[config.mk]
export PLATFORM = sky130hd
export DESIGN_NAME = sync_gray_ptr_rx
export DESIGN_NICKNAME = d
export VERILOG_FILES = /design/src/rtl/sync_gray_ptr_rx.sv
export SDC_FILE = /design/constraint.sdc
export NUM_CORES = 1
export LEC_CHECK = 0
export CAP_MARGIN = 20
export CELL_PAD_IN_SITES_DETAIL_PLACEMENT = 1
export CELL_PAD_IN_SITES_GLOBAL_PLACEMENT = 2
export CORE_MARGIN = 4
export CORE_UTILIZATION = 30
export CTS_CLUSTER_SIZE = 12
export DETAILED_ROUTE_END_ITERATION = 7
export HOLD_SLACK_MARGIN = 0.05
export PLACE_DENSITY_LB_ADDON = 0.1
export SLEW_MARGIN = 20
export SYNTH_ARGS = -nofsm -noshare
export SYNTH_HDL_FRONTEND = slang
export SYNTH_SLANG_ARGS = --single-unit
export TNS_END_PERCENT = 1
[constraint.sdc]
create_clock -name r_clk -period 3.2 [get_ports r_clk]
set_input_delay 0.8 -clock r_clk [delete_from_list [all_inputs] [get_ports r_clk]]
set_output_delay 0.8 -clock r_clk [all_outputs]
set_load 0.1 [all_outputs]
[src/rtl/sync_gray_ptr_rx.sv]
// Receives CH_NUM Gray-coded FIFO pointers from a foreign clock domain, resynchronises them,
// converts them to binary and flags pointer movement and illegal multi-bit Gray jumps.
module sync_gray_ptr_rx #(
  parameter int ADDR_BIT    = 4,
  parameter int SYNC_STAGES = 2,
  parameter int CH_NUM      = 1,
  parameter int STEP_CHECK  = 1
) (
  input  logic                               r_clk,
  input  logic                               r_rst_n,
  input  logic [CH_NUM*(ADDR_BIT+1)-1:0]     ptr_gray_in,
  input  logic                               err_clr,
  output logic [CH_NUM*(ADDR_BIT+1)-1:0]     ptr_gray_sync,
  output logic [CH_NUM*(ADDR_BIT+1)-1:0]     ptr_bin_sync,
  output logic [CH_NUM-1:0]                  ptr_changed,
  output logic [CH_NUM-1:0]                  ptr_step_err,
  output logic                               sync_valid
);

  localparam int PW = ADDR_BIT + 1;
  localparam int W  = CH_NUM * PW;
  localparam int CW = $clog2(SYNC_STAGES + 2);
  localparam logic [CW-1:0] FLUSH_MAX = CW'(SYNC_STAGES + 1);

  function automatic logic [PW-1:0] gray2bin(input logic [PW-1:0] g);
    logic [PW-1:0] b;
    b[PW-1] = g[PW-1];
    for (int j = PW - 2; j >= 0; j--) b[j] = b[j+1] ^ g[j];
    return b;
  endfunction

  // A nonzero difference with more than one bit set is an illegal Gray step.
  function automatic logic multi_bit(input logic [PW-1:0] d);
    return (d & (d - 1'b1)) != '0;
  endfunction

  logic [W-1:0]      r_sync [SYNC_STAGES];
  logic [W-1:0]      r_gray_prev;
  logic [W-1:0]      r_bin;
  logic [CH_NUM-1:0] r_changed;
  logic [CH_NUM-1:0] r_err;
  logic [CW-1:0]     r_cnt;
  logic              r_valid;

  logic [W-1:0]      w_gray_last;
  logic [W-1:0]      w_bin_d;
  logic [CH_NUM-1:0] w_chg_d;
  logic [CH_NUM-1:0] w_set;
  logic [CW-1:0]     w_cnt_inc;

  assign w_gray_last = r_sync[SYNC_STAGES-1];
  assign w_cnt_inc   = r_cnt + 1'b1;

  // Plain flop chain: no logic between stages so each bit resolves metastability independently.
  always_ff @(posedge r_clk or negedge r_rst_n) begin
    if (!r_rst_n) begin
      for (int k = 0; k < SYNC_STAGES; k++) r_sync[k] <= '0;
    end else begin
      r_sync[0] <= ptr_gray_in;
      for (int k = 1; k < SYNC_STAGES; k++) r_sync[k] <= r_sync[k-1];
    end
  end

  // Strobe and error use the pre-edge valid, so the flush edge itself never reports garbage.
  always_comb begin
    w_bin_d = '0;
    w_chg_d = '0;
    w_set   = '0;
    for (int c = 0; c < CH_NUM; c++) begin
      w_bin_d[c*PW +: PW] = gray2bin(w_gray_last[c*PW +: PW]);
      w_chg_d[c] = r_valid && (w_bin_d[c*PW +: PW] != r_bin[c*PW +: PW]);
      w_set[c]   = (STEP_CHECK != 0) && r_valid &&
                   multi_bit(w_gray_last[c*PW +: PW] ^ r_gray_prev[c*PW +: PW]);
    end
  end

  always_ff @(posedge r_clk or negedge r_rst_n) begin
    if (!r_rst_n) begin
      r_gray_prev <= '0;
      r_bin       <= '0;
      r_changed   <= '0;
      r_err       <= '0;
      r_cnt       <= '0;
      r_valid     <= 1'b0;
    end else begin
      r_gray_prev <= w_gray_last;
      r_bin       <= w_bin_d;
      r_changed   <= w_chg_d;
      r_err       <= (r_err & ~{CH_NUM{err_clr}}) | w_set;
      if (r_cnt != FLUSH_MAX) begin
        r_cnt   <= w_cnt_inc;
        r_valid <= (w_cnt_inc == FLUSH_MAX);
      end
    end
  end

  assign ptr_gray_sync = w_gray_last;
  assign ptr_bin_sync  = r_bin;
  assign ptr_changed   = r_changed & {CH_NUM{r_valid}};
  assign ptr_step_err  = r_err;
  assign sync_valid    = r_valid;

endmodule

Word-level counts from Yosys, hierarchy flattened
Cells that the tools add are included.
{"block": "totals", "ram_bits": 0, "register_bits": 25, "word_cells": 26, "mem_bits_ro": 0, "out_inout_bits": 13, "mem_count": 0, "latchBits": 0, "input_bits": 8}
{"block": "classes", "order_cmp": 0, "n_mux": 0, "reduce_logical": 3, "shifts": 0, "n_div": 0, "bitwise_logic": 10, "addsub": 2, "eq_ne": 3, "multipliers": 0}
{"cell": "$and A5 B5 Y5", "n": 1}
{"cell": "$ne A5 B5 Y1", "n": 1}
{"cell": "$reduce_bool A5 Y1", "n": 1}
{"cell": "$sub A5 B1 Y5 const B", "n": 1}
{"cell": "$xor A5 B5 Y5", "n": 1}
{"cell": "$xor A1 B1 Y1", "n": 4}
{"cell": "$add A2 B1 Y2 const B", "n": 1}
{"cell": "$and A1 B1 Y1", "n": 2}
{"cell": "$eq A2 B2 Y1 const B", "n": 1}
{"cell": "$logic_and A1 B1 Y1", "n": 2}
{"cell": "$ne A2 B2 Y1 const B", "n": 1}
{"cell": "$not A1 Y1", "n": 1}
{"cell": "$or A1 B1 Y1", "n": 1}

Depth between registers and ports, before layout
{"block": "logic_depth", "word_depth": 6, "ltp_mapped": 5, "depth_no_buf": 5}

Worst setup path before layout
Ideal clock, no wire load.
{"block": "synth_timing", "path_kind": "register to output", "start": "register r_valid, in the netlist sync_valid", "end": "output port ptr_changed", "slack_ns": 0.596, "n_path_buf": 0, "required_time_ns": 2.400, "t_arrival_ns": 1.804, "stages_incl_launch_ff": 2, "cell_sequence": "dfrtp_1 and2_1"}
{"block": "synth_via", "elab_chain_cells": 1}
{"element": "start, declared", "line": "43", "source": "logic r_valid;"}
{"element": "start signal, assigned", "line": "92", "source": "r_valid <= (w_cnt_inc == FLUSH_MAX);"}
{"element": "$and A1 B1 Y1", "line": "99", "source": "assign ptr_changed = r_changed & {CH_NUM{r_valid}};"}
{"element": "end, declared", "line": "15", "source": "output logic [CH_NUM-1:0] ptr_changed,"}
No other way between the ends.

Worst setup path in the final report
Ends and elaborated chain as after synthesis.

==> qor.csv <==
metric,value,unit
peakVddDrop,0.000211,V
numPlacedInstances,128,
cts_hold_buf,0,
wl,1580,um
maxCapViolCount,0,
dp_hpwl,1140,um
globalRouteOverflowTotal,0,
hp-class,flip-flop to flip-flop,
ctsResizeCount,0,
min_period_over_period,62.2,%
antenna_found_initial,0,
p_leak,0.519,nW
ys_ff_latch,24,
cts_buffers,3,
grt_pass1_wl,2880,um
fin_ws,1.21,ns
clock_latency,0.32,ns
grt_start_max_net_pins,25,
switching_share,33.7,%
relSlewSlack,79.3,%
fp.dieW,63.9,um
die_h,63.9,um
fp.dieArea,4090,um2
ys_seq_area_share,64.0,%
initial_core_util,31.0,%
worst-slew-pin-transition,0.311,ns
avgSynthCellArea,13.6,um2
viasPerCell,4.04,
slew_viol_final,0,
timing.hold.ws,0.362,ns
drc,0,
synth_cell_types,20,
core_area,3030,um2
drt-initial-drc-count,9,
final.min_clock_period,1.99,ns
numPortBuffers,20,
skew,0.0128,ns
synth_cells,69,
end_kind,output port,
tns,0,ns
status,completed,
antenna_cells,0,
clock-root-buffer,clkbuf_4,
clk_path_buf_depth,2,
wl_per_cell,12.0,um
finalNonFillerCells,132,
required,2.40,ns
ant_nets,0,
synth.top_cell.area_share,64.0,%
synth_fp_nets,79,
yosysTopAreaCell,dfrtp_1,
max_freq,502,MHz
cts_setup_buffers,0,
start_kind,flip-flop,
vias,533,
gp_congestion,0.644,
p_int,0.000500,W
cellPowerDensity,642,nW/um2
grt_usage,9.53,%
clkTransAtPathRegs,0.14,ns
drt_first_pass_iters,2,
cts_tree,built,
yosys_warnings,0,
p_seq_share,45.0,%
clockPowerShare,29.2,%
grt_pass1_vias,580,
place_ws,1.56,ns
clock-sinks,24,
cts_max_level,1,
critPathKind,flip-flop to output port,
combPwrFrac,25.8,%
drive_gt1_share,26.1,%
rows,20,
synth_area,938,um2
final_net_count,99,
area_growth,25.3,%
yosys-top-cells-area,"dfrtp_1 64%, xnor2_1 5.6%, buf_4 4.8%",
p_switching,0.000254,W
io_pins,21,
crit_arrival,1.19,ns
path_max_fanout,5,
hold_viol,0,
grt_setup_unrepaired,false,
setup_viol_count_final,0,
[power groups by stage]
stage	Clock (W)	Sequential, W	Combinational (W)
final	0.000220	0.000340	0.000195
after global routing	0.000250	0.000344	0.000206
after CTS	0.000230	0.000340	0.000198
after detailed placement	0	0.000346	0.000197
after global placement	0	0.000346	0.000197
after floorplan	0	0.000416	0.0000813
[kinds of logic after synthesis]
kind of cell             share of synthesized area [%]
AO/OA/AOI/OAI                                     4.27
XOR/XNOR                                          12.7
adder cells (fa/ha/maj)                           3.73
buffers and inverters                             6.40
flip-flops                                        64.0
multiplexers                                      3.47
AND/OR/NAND/NOR                                   5.47
[synthesized netlist by cell type]
cell type / number
o21ai_0: 3
and2_1: 3
ha_1: 2
xor2_1: 2
dfrtp_1: 24
o22ai_1: 1
mux2_2: 2
mux2i_1: 1
inv_1: 4
xnor2_2: 1
o21a_1: 1
a21oi_1: 1
a31oi_1: 1
xnor2_1: 6
nor2_1: 3
nor3_1: 2
xor2_2: 2
buf_4: 6
maj3_1: 1
nand2_1: 3
[final cells by class]
| type | count | area [um2] |
|---|---|---|
| flip-flops and latches | 24 | 601 |
| multi-input cells | 35 | 278 |
| well taps | 44 | 55.1 |
| inverters | 4 | 15.0 |
| repair buffers | 21 | 175 |
| clock buffers | 3 | 22.5 |
| fillers | 335 | 1850 |
| clock inverters | 1 | 30.0 |
[state kept, by name, indices dropped and copies added, names as in the netlist]
name	count
ptr_bin_sync	5
ptr_gray_sync	5
sync_valid	1
r_gray_prev	4
r_cnt	2
r_sync	5
r_changed	1
ptr_step_err	1
[path summary, 6_finish.rpt]
kind                                   from          endpoint  slack [ns]  cells after the start
hold / removal                    r_sync[9]  ptr_gray_sync[4]        0.36                      0
setup / recovery                 sync_valid       ptr_changed        1.21                      2
min in group asynchronous           r_rst_n   ptr_bin_sync[2]        0.82                      2
hold reg to reg                   r_sync[9]  ptr_gray_sync[4]        0.36                      0
max in group asynchronous           r_rst_n  ptr_gray_sync[3]        2.13                      2
setup reg to reg           ptr_gray_sync[3]         r_changed        1.66                      5
[metal layers]
layer	vias up	track usage (%)	wire, um
met5	-	0	0
met4	0	5.66	19
met3	2	3.16	99
met2	13	13.3	709
met1	263	12.7	753
li1	255	-	-
[cells in the final DEF (no fill, tap or decap)]
cell type	instances
xor2_1	2
maj3_1	1
and2_1	3
clkbuf_4	3
mux2i_1	1
bufinv_16	1
xnor2_2	1
xnor2_1	6
ha_1	2
clkdlybuf4s50_1	7
nand2_1	3
mux2_2	2
nor2_1	3
xor2_2	2
o21ai_0	3
nor3_1	2
a31oi_1	1
inv_1	4
a21oi_1	1
o21a_1	1
dfrtp_1	24
o22ai_1	1
buf_4	14
[stage by stage]
step | area, um2 | total power, W | util [%]
floorplan | 938 | 0.000497 | -
global placement | 1120 | 0.000543 | 37.1
detailed placement | 1120 | 0.000543 | 37.1
CTS | 1180 | 0.000768 | 38.8
global route | 1180 | 0.000800 | 38.8
finish | 1180 | 0.000755 | 38.8
[worst max-delay path, stage by stage, from the launching register on]
cell and delay, ns:
dfrtp_1 0.44, and2_1 0.15, buf_4 0.28
(Power assumes the default switching activity.)
